`config.mk`:
```
export PLATFORM = sky130hd
export DESIGN_NAME = zero_insert_pad_layer
export DESIGN_NICKNAME = d
export VERILOG_FILES = /design/src/rtl/zero_insert_pad_layer.sv
export SDC_FILE = /design/constraint.sdc
export NUM_CORES = 1
export LEC_CHECK = 0
export ABC_AREA = 1
export BUFFER_PORTS_ARGS = -buffer_cell sky130_fd_sc_hd__buf_2
export CORE_UTILIZATION = 45
export CTS_CLUSTER_SIZE = 12
export DETAILED_ROUTE_END_ITERATION = 7
export MAX_ROUTING_LAYER = met4
export PLACE_DENSITY_LB_ADDON = 0.3
export SETUP_SLACK_MARGIN = 0.1
export SLEW_MARGIN = 20
export SYNTH_ARGS = -nofsm -noshare
export SYNTH_HDL_FRONTEND = slang
export SYNTH_SLANG_ARGS = --single-unit
```
`constraint.sdc`:
```
create_clock -name clk -period 1.86 [get_ports clk]
set_clock_uncertainty 0.15 [all_clocks]
set_input_delay 0.093 -clock clk [delete_from_list [all_inputs] [get_ports clk]]
set_output_delay 0.093 -clock clk [all_outputs]
set_load 0.02 [all_outputs]
```
`src/rtl/zero_insert_pad_layer.sv`:
```
// Streaming zero-insertion and border padder for transposed-convolution inputs.
// Output register is the only storage; counters track the next beat to load.
module zero_insert_pad_layer #(
    parameter int DATA_WIDTH = 16,
    parameter int CHANNELS   = 1,
    parameter int IMG_WIDTH  = 7,
    parameter int IMG_HEIGHT = 7,
    parameter int STRIDE     = 2,
    parameter int PAD_TOP    = 1,
    parameter int PAD_BOTTOM = 2,
    parameter int PAD_LEFT   = 1,
    parameter int PAD_RIGHT  = 2,
    parameter logic signed [DATA_WIDTH-1:0] PAD_VALUE = '0
) (
    input  logic                         clk,
    input  logic                         rst_n,
    input  logic                         valid_in,
    input  logic signed [DATA_WIDTH-1:0] data_in,
    output logic                         ready_in,
    input  logic                         ready_out,
    output logic                         valid_out,
    output logic signed [DATA_WIDTH-1:0] data_out,
    output logic                         sof_out,
    output logic                         eof_out
);

    localparam int CW  = (IMG_WIDTH - 1) * STRIDE + 1;
    localparam int CHT = (IMG_HEIGHT - 1) * STRIDE + 1;
    localparam int OW  = PAD_LEFT + CW + PAD_RIGHT;
    localparam int OH  = PAD_TOP + CHT + PAD_BOTTOM;
    localparam int CHW = (CHANNELS > 1) ? $clog2(CHANNELS) : 1;
    localparam int OXW = (OW > 1) ? $clog2(OW) : 1;
    localparam int OYW = (OH > 1) ? $clog2(OH) : 1;
    localparam int PW  = (STRIDE > 1) ? $clog2(STRIDE) : 1;

    logic [CHW-1:0] ch_q, ch_d;
    logic [OXW-1:0] ox_q, ox_d;
    logic [OYW-1:0] oy_q, oy_d;
    logic [PW-1:0]  px_q, px_d;
    logic [PW-1:0]  py_q, py_d;

    logic                         valid_q;
    logic                         sof_q;
    logic                         eof_q;
    logic signed [DATA_WIDTH-1:0] data_q;

    logic ch_last, ox_last, oy_last;
    logic in_x, in_y, is_real;
    logic load, adv;
    logic frame_first, frame_last;

    always_comb begin
        ch_last = int'(ch_q) == CHANNELS - 1;
        ox_last = int'(ox_q) == OW - 1;
        oy_last = int'(oy_q) == OH - 1;
        in_x    = int'(ox_q) >= PAD_LEFT && int'(ox_q) < PAD_LEFT + CW;
        in_y    = int'(oy_q) >= PAD_TOP && int'(oy_q) < PAD_TOP + CHT;
        // phase counters are zero exactly on stride-aligned columns/rows
        is_real = in_x && in_y && px_q == '0 && py_q == '0;
        load    = !valid_q || ready_out;
        adv     = load && (!is_real || valid_in);
        frame_first = ch_q == '0 && ox_q == '0 && oy_q == '0;
        frame_last  = ch_last && ox_last && oy_last;
    end

    assign ready_in = load && is_real;

    always_comb begin
        ch_d = ch_q;
        ox_d = ox_q;
        oy_d = oy_q;
        px_d = px_q;
        py_d = py_q;
        if (adv) begin
            ch_d = ch_last ? '0 : ch_q + 1'b1;
            if (ch_last) begin
                ox_d = ox_last ? '0 : ox_q + 1'b1;
                if (ox_last || int'(ox_q) < PAD_LEFT) begin
                    px_d = '0;
                end else begin
                    px_d = (int'(px_q) == STRIDE - 1) ? '0 : px_q + 1'b1;
                end
                if (ox_last) begin
                    oy_d = oy_last ? '0 : oy_q + 1'b1;
                    if (oy_last || int'(oy_q) < PAD_TOP) begin
                        py_d = '0;
                    end else begin
                        py_d = (int'(py_q) == STRIDE - 1) ? '0 : py_q + 1'b1;
                    end
                end
            end
        end
    end

    always_ff @(posedge clk or negedge rst_n) begin
        if (!rst_n) begin
            valid_q <= 1'b0;
            data_q  <= '0;
            sof_q   <= 1'b0;
            eof_q   <= 1'b0;
            ch_q    <= '0;
            ox_q    <= '0;
            oy_q    <= '0;
            px_q    <= '0;
            py_q    <= '0;
        end else begin
            if (load) begin
                valid_q <= adv;
                if (adv) begin
                    data_q <= is_real ? data_in : PAD_VALUE;
                    sof_q  <= frame_first;
                    eof_q  <= frame_last;
                end
            end
            ch_q <= ch_d;
            ox_q <= ox_d;
            oy_q <= oy_d;
            px_q <= px_d;
            py_q <= py_d;
        end
    end

    assign valid_out = valid_q;
    assign data_out  = data_q;
    assign sof_out   = sof_q;
    assign eof_out   = eof_q;

endmodule

```
* Word-level counts from Yosys, hierarchy flattened
Cells that the tools add are included.
** Storage, ports and cells
- Register bits :: 30
- Bits of input ports :: 20
- Output and inout port bits :: 20
- Logic and storage cells :: 56
** Operators by class
- Add/subtract/negate cells :: 5
- Order comparisons :: 6
- Equal/unequal tests :: 2
- Multiplexer cells :: 8
- Bitwise operators :: 4
- Reductions and logical operators :: 22
** Operators by type and width (count)
- two-way mux 16 bit :: 1
- logical AND 1 bit :: 11
- adder 4 x 1 -> 4 bit, second input constant :: 2
- == test 4 x 1 -> 1 bit, second input constant :: 2
- >= comparator 4 x 1 -> 1 bit, second input constant :: 2
- zero test 4 bit :: 2
- < comparator 4 x 1 -> 1 bit, second input constant :: 2
- < comparator 4 bit, second input constant :: 2
- two-way mux 4 bit :: 2
- two-way mux 1 bit :: 5
- logical OR 1 bit :: 4
- NOT 1 bit :: 4
- AND reduction 2 bit :: 2
- adder 1 bit, second input constant :: 3
- AND reduction 3 bit :: 1
- zero test 1 bit :: 2

* Longest topological paths before layout
Gate-level depths: netlist of the first run.
- Depth in word-level cells :: 9
- Mapped depth :: 12

* Worst setup path after synthesis of the first run
Ideal clock, no wire load.
- Kind :: flip-flop to flip-flop
- Start point :: register ox_q[1]
- End point :: register data_q[10] (netlist: data_out[10])
- Library setup time :: 118 ps
- Data arrival time :: 1394 ps
- Path slack :: 198 ps
- Cell stages (with the launch flop) :: 12
- Buffers on the path :: 1
- Path through :: dfrtp_1 inv_1 ha_1 inv_1 nand3_1 nand2_1 nor2_2 nand2_1 clkinv_1 buf_4 nand3_1 nand2_1
** Between the ends
- Longest elaborated chain between the ends :: 9
- Elaborated cells between the ends (all ways) :: 11
- Classes of those cells :: 2 x order compare; 1 x mux; 8 x reduce/logical
** RTL lines
- start, declared :: RTL line 37 : logic [OXW-1:0] ox_q, ox_d;
- start signal, assigned :: RTL line 102 : ox_q <= '0;
- start signal, assigned :: RTL line 116 : ox_q <= ox_d;
- >= comparator 4 x 1 -> 1 bit or < comparator 4 bit (tied branches) :: RTL line 56 : in_x = int'(ox_q) >= PAD_LEFT && int'(ox_q) < PAD_LEFT + CW;
- logical AND 1 bit (*) :: RTL line 56
- logical AND 1 bit (*) (3 in a row) :: RTL line 59 : is_real = in_x && in_y && px_q == '0 && py_q == '0;
- zero test 1 bit :: RTL line 61 : adv = load && (!is_real || valid_in);
- logical OR 1 bit :: RTL line 61
- logical AND 1 bit :: RTL line 61
- AND reduction 2 bit (no source line)
- end signal, assigned :: RTL line 110 : data_q <= is_real ? data_in : PAD_VALUE;
- end, declared :: RTL line 45 : logic signed [DATA_WIDTH-1:0] data_q;
Every way passes the cells marked *; elsewhere a longest branch is shown, timed or not.
A chain may end at the register's enable or synchronous reset.

* Worst setup path after layout of the first run
- Start point :: register oy_q[1]
- End point :: output port ready_in
** Between the ends
- Longest elaborated chain between the ends :: 6
- Elaborated cells between the ends (all ways) :: 7
- Classes of those cells :: 2 x order compare; 5 x reduce/logical
** RTL lines
- start, declared :: RTL line 38 : logic [OYW-1:0] oy_q, oy_d;
- start signal, assigned :: RTL line 117 : oy_q <= oy_d;
- >= comparator 4 x 1 -> 1 bit or < comparator 4 bit (tied branches) :: RTL line 57 : in_y = int'(oy_q) >= PAD_TOP && int'(oy_q) < PAD_TOP + CHT;
- logical AND 1 bit (*) :: RTL line 57
- logical AND 1 bit (*) (3 in a row) :: RTL line 59
- logical AND 1 bit (*) :: RTL line 66 : assign ready_in = load && is_real;
- end, declared :: RTL line 19 : output logic ready_in,
Marked as above.

==> impl_metrics.tcl, run 1 <==
set metrics [dict create \
    regToRegStartpoint "ox_q[0]$_DFFE_PN0P_" \
    layout.area.seq_um2 725.7 \
    critPathCaptureType "primary output" \
    min_path_type "in -> async" \
    fillers 217 \
    path_cells "buf_4 -> buf_4 -> nand3_1 -> nand3_2 -> nor2_4 -> nand2_2 -> clkinv_4 -> buf_6" \
    tightest_slew_ns 0.6231 \
    critPathMostFrequentCell "buf_4" \
    grt_max_degree 30 \
    setup_viol 0 \
    cts_max_level 2 \
    cp_slowest_cell "dfrtp_1" \
    final_nets 275 \
    worstSkewPairLatency_ns 0.34 \
    ys.flop_type "dfrtp_1" \
    finalCritPeriodShare_pct 96.38 \
    gp_congestion 0.8339 \
    max_freq_mhz 557.8 \
    initial_utilization_pct 47.40 \
    grt_pass1_vias 1281 \
    io_pins 40 \
    synth_most_common_cell "nand2_1" \
    cts_buffers 5 \
    vias 1426 \
    cp.required_ns 1.62 \
    dp_cells 260 \
    postRouteAntennaNets 0 \
    die-area_um2 3419 \
    async_reset_ff_share_pct 100.0 \
    viasPerCell 4.867 \
    finalMaxSlewViolations 0 \
    synth.top_cells.by_area "dfrtp_1, nand2_1, nand3_1" \
    wl_um 3732 \
    syn_area_um2 1435 \
    status "finished, final reports clean" \
    crit_end "ready_in" \
    ys_seq_area_share_pct 50.57 \
    io_buffers 39 \
    clkSinkCount 29 \
    synth_common_cells "nand2_1, dfrtp_1, nand3_1" \
    antenna_found_initial 0 \
    synthToLayoutAreaGrowth_pct 50.48 \
    cap_violations 0 \
    rsz0062_at_grt "yes" \
    synth_seq_cells 29 \
    timing.rr.end "oy_q[1]$_DFFE_PN0P_" \
    synth_top_cell_area_share_pct 50.57 \
    core_um2 3028 \
    drive_gt1_share_pct 36.55 \
    clockBufferDepth 2 \
    finalCriticalPeriod_ns 1.793 \
    clkTransAtPathRegs_ns 0.10 \
    final_hold_viol_count 0 \
    ir_drop_uv 657.5 \
    cp_max_fo 5 \
    fin_hold_ws_ns 0.1415 \
    critPathLaunch "oy_q[1]$_DFFE_PN0P_" \
    cts_tree "yes" \
    rr_worst_depth 11 \
    final_cells 293 \
    drtIter0Drc 44 \
    overflow 0 \
    drc 0 \
    leakagePower_nw 1.205 \
    path_class "reg -> out" \
    cts_root_buf "clkbuf_4" \
    fp.dieH_um 58.47 \
    ys_types 21 \
    startpoint_type "register" \
    grt_first_pass_wirelength_um 5561 \
    die_w_um 58.47 \
    syn_nets 198 \
    synth_warnings 0 \
    critPathMaxStageDelay_ns 0.41 \
    multi_input_area_um2 719.4 \
    syn-instance-count 171 \
    power.density_nw_per_um2 1277 \
    hpwl_um 2102 \
    n_antenna_cell 0 \
    syn_avg_cell_area_um2 8.393 \
    slew_headroom_pct 58.46 \
    r2r_slack_ns 0.11 \
    arrival_ns 1.55 \
    routedWlPerCell_um 12.74 \
    synth_top_cell_by_area "dfrtp_1" \
    first_pass_iters 5 \
    std_cell_rows 20 \
    grtUsageTotal_pct 23.11 \
    synth_edf_count 0 \
]
-- critical path: cells and delay by family (launching register included) --
family	cells	cell delay [ns]
buf+inv	4	0.44
flops	1	0.41
simple gates	4	0.36
-- cell type report --
class / instances / share of cell area, %
multi-input cells: 121 / 33.31
inverters: 14 / 2.665
clock buffers: 5 / 1.738
well taps: 44 / 2.549
clock inverters: 3 / 0.8111
repair buffers: 77 / 25.32
flip-flops and latches: 29 / 33.60
-- worst min path at each step --
stage                     depth (start not counted)  slack, ns                 endpoint
final                                             2       0.14      sof_out$_DFFE_PN0P_
after global routing                              2       0.20         px_q$_DFFE_PN0P_
after CTS                                         6       0.12         py_q$_DFFE_PN0P_
after detailed placement                          1      0.005      eof_out$_DFFE_PN0P_
after global placement                            1      0.008      eof_out$_DFFE_PN0P_
after floorplan                                   0      -0.35  data_out[0]$_DFFE_PN0P_
-- stage by stage --
stage	worst slack (ns)	area, um2	setup TNS [ns]	utilization (%)	power, mW
final	0.06740	2160	0	71.32	2.759
after global routing	-0.01247	2160	-0.01299	71.32	2.954
after CTS	0.07804	1992	0	65.79	2.437
after detailed placement	-0.008172	1729	-0.008172	57.11	1.980
after global placement	0.02995	1729	0	57.11	1.969
after floorplan	0.1975	1435	0	-	1.622
-- flip-flops by register name, summed over array words and instances (netlist names) --
name,flops
data_out,16
eof_out,1
ox_q,4
oy_q,4
px_q,1
py_q,1
sof_out,1
valid_out,1
-- cell usage in the layout (no fill, tap or decap), drive strengths merged --
cell type,netlist,final
a211o,1,1
inv,12,13
clkinv,2,3
ha,7,7
clkbuf,0,5
nand4,6,6
nand2,64,64
nand3,27,27
xor2,2,2
xnor2,1,1
a21oi,1,1
nor2,6,6
buf,7,59
dfrtp,29,29
dlygate4sd3,0,18
o21ai,5,5
nor3,1,1
clkinvlp,0,1
-- repair_timing --
item / 4_1_cts / 5_1_grt
hold buffers: 18 / 0
setup buffers: 2 / 5
endpoints found under the setup margin: 26 / 29
gates cloned: 0 / 0
endpoints found under the hold margin: 45 / 0
pin swaps: 0 / 7
resized for setup: 5 / 34
-- kinds of logic (layout without fill, tap and decap cells) --
logic type	after synthesis	in the layout	share of synthesized area [%]
AOI/OAI and AO/OA	7	7	2.702
and+or+nand+nor	104	104	31.39
adders and majority gates	7	7	6.103
buffers and inverters	21	99	7.410
xor gates and xnor gates	3	3	1.831
DFF	29	29	50.57
-- layer usage --
metal | GRT usage (%) | wire (um) | up-vias
met5 | - | 0 | -
met4 | 9.184 | 74 | 0
met3 | 6.813 | 216 | 8
met2 | 37.44 | 1866 | 58
met1 | 27.12 | 1575 | 659
li1 | - | - | 701
-- power breakdown --
group / internal (mW) / switching [mW] / leakage, nW
Clock: 0.142 / 0.233 / 0.0310
Sequential: 0.800 / 0.134 / 0.388
Combinational: 0.641 / 0.810 / 0.786
Total: 1.58 / 1.18 / 1.20
Note: power is estimated with default switching activity, not from simulation.
==> run 2: changes to the inputs <==
clock period = 2.31 ns   (was 1.86 ns; I/O delays follow)
==> run 2 against run 1 <==
  * Design area fell by 12%
  * Via count down 9.4%
  * Power decreased by 33%
  * Routed wire length shrank 18%
  * Hold slack worse by 0.10 ns
  * Register-to-register slack better by 0.32 ns
  * First-iteration DRC count up 45%
  * Sequential cell count did not move
  * Setup slack improved by 0.20 ns
  * Clock power decreased by 20%
  * Sequential power shrank 18%
  * Largest cell class unchanged
  * Largest power group unchanged
  * Highest routed layer unchanged
==> impl_metrics.tcl, run 2 (synthesis results as in run 1) <==
set metrics [dict create \
    cp_slowest_cell "dfrtp_1" \
    finalCritPeriodShare_pct 88.35 \
    startpoint_type "register" \
    hpwl_um 2045 \
    largest_reg_flops 16 \
    grt_pass1_vias 1214 \
    clkSinkCount 29 \
    finalMaxSlewViolations 0 \
    fin_hold_ws_ns 0.04039 \
    cp_max_fo 18 \
    path_delay_family "buffers and inverters" \
    overflow 0 \
    vias 1292 \
    final_cells 276 \
    path_class "reg -> out" \
    critPathMaxStageDelay_ns 0.44 \
    final_common_cell "nand2_1" \
    setup_viol 0 \
    routedWlPerCell_um 11.07 \
    antenna_found_initial 0 \
    slew_headroom_pct 58.79 \
    path_buf_inv 4 \
    cp.required_ns 2.04 \
    finalCriticalPeriod_ns 2.041 \
    core_um2 3028 \
    critPathCaptureType "primary output" \
    grtUsageTotal_pct 21.68 \
    final_hold_viol_count 0 \
    arrival_ns 1.78 \
    finalSetupTns_ns 0 \
    io_pins 40 \
    finalPower_mw 1.854 \
    rsz0062_at_grt "no" \
    die-area_um2 3419 \
    cts_max_level 2 \
    cts_tree "yes" \
    n_antenna_cell 0 \
    tightest_slew_ns 0.6181 \
    cap_violations 0 \
    drive_gt1_share_pct 23.28 \
    leakagePower_nw 1.085 \
    synthToLayoutAreaGrowth_pct 32.43 \
    r2r_slack_ns 0.43 \
    gp_congestion 0.8309 \
    cts_buffers 5 \
    ir_drop_uv 457.0 \
    initial_utilization_pct 47.40 \
    critPathMostFrequentCell "nand2_1" \
    worstSkewPairLatency_ns 0.32 \
    clockBufferDepth 2 \
    die_w_um 58.47 \
    clkTransAtPathRegs_ns 0.08 \
    grt_first_pass_wirelength_um 5237 \
    max_freq_mhz 490.0 \
    cts_root_buf "clkbuf_4" \
    drtIter0Drc 64 \
    fillers 282 \
    io_buffers 39 \
    viasPerCell 4.681 \
    dp_cells 250 \
    fin_area_um2 1901 \
    min_path_type "in -> reg" \
    status "finished, final reports clean" \
    wl_um 3055 \
    postRouteAntennaNets 0 \
    drc 0 \
    final_nets 259 \
    std_cell_rows 20 \
    grt_max_degree 30 \
    layout_common_cells "nand2_1, buf_2, dfrtp_1, nand3_1, dlygate4sd3_1" \
    path_cells "inv_1 -> ha_1 -> nand3_1 -> nand2_1 -> nor2_2 -> nand2_1 -> clkinv_1 -> buf_6 -> buf_4" \
    first_pass_iters 4 \
    fp.dieH_um 58.47 \
    power.density_nw_per_um2 975.4 \
    placed_area_um2 1654 \
]
## run 2: cell count changes in the layout (fill, tap and decap cells not counted), moves of 4 or more
| cell | delta |
|---|---|
| nand2_1 | +4 |
| ha_1 | +4 |
| buf_4 | -11 |
| nand3_1 | +4 |
| inv_1 | +5 |
| ha_4 | -4 |
| inv_2 | -6 |
| buf_6 | -4 |
## run 2: final timing paths
| path | from | to | cells past startpoint |
|---|---|---|---|
| max in group asynchronous | rst_n | oy_q[3]$_DFFE_PN0P_ | 2 |
| min in group asynchronous | rst_n | ox_q[2]$_DFFE_PN0P_ | 2 |
| worst max-delay path | oy_q[0]$_DFFE_PN0P_ | ready_in | 9 |
| worst max register to register | oy_q[0]$_DFFE_PN0P_ | ox_q[0]$_DFFE_PN0P_ | 10 |
| worst min-delay path | valid_in | data_out[2]$_DFFE_PN0P_ | 3 |
| worst min register to register | data_out[6]$_DFFE_PN0P_ | data_out[6]$_DFFE_PN0P_ | 2 |
## run 2: tightest hold or removal path: stages
cell and delay [ns]:
buf_2 0.20, nand3_1 0.12, nand2_1 0.04
## run 2: final cells by class
cell class,count,area (um2),area share (%)
flip-flops and latches,29,725.7,38.18
multi-input cells,121,603.1,31.73
repair buffers,61,409.1,21.53
clock buffers,7,55.05,2.897
well taps,44,55.05,2.897
inverters,14,52.55,2.765
## run 2: where the power goes
group | switching, mW | leakage [nW] | internal, mW
logic | 0.475 | 0.666 | 0.314
clock network | 0.158 | 0.0314 | 0.143
registers | 0.120 | 0.388 | 0.644
## run 2: repair_timing
item / 4_1_cts / 5_1_grt
endpoints found under the setup margin: 0 / 1
hold buffers: 17 / 0
endpoints found under the hold margin: 45 / 0
buffers inserted: 0 / 2
resized for setup: 0 / 2
## run 2: metrics by stage
| stage | setup slack (ns) | util, % |
|---|---|---|
| after floorplan | 0.6475 | - |
| after global placement | 0.4926 | 54.63 |
| after detailed placement | 0.4104 | 54.63 |
| after CTS | 0.1722 | 62.07 |
| after global routing | 0.1050 | 62.77 |
| final | 0.2692 | 62.77 |
## run 2: layer usage
metal	vias to the layer above	part of all wire (%)	global-route usage [%]
met5	-	0	-
li1	671	-	-
met3	7	4.2	6.813
met2	29	47	34.15
met1	585	47	25.46
met4	0	1.7	9.864
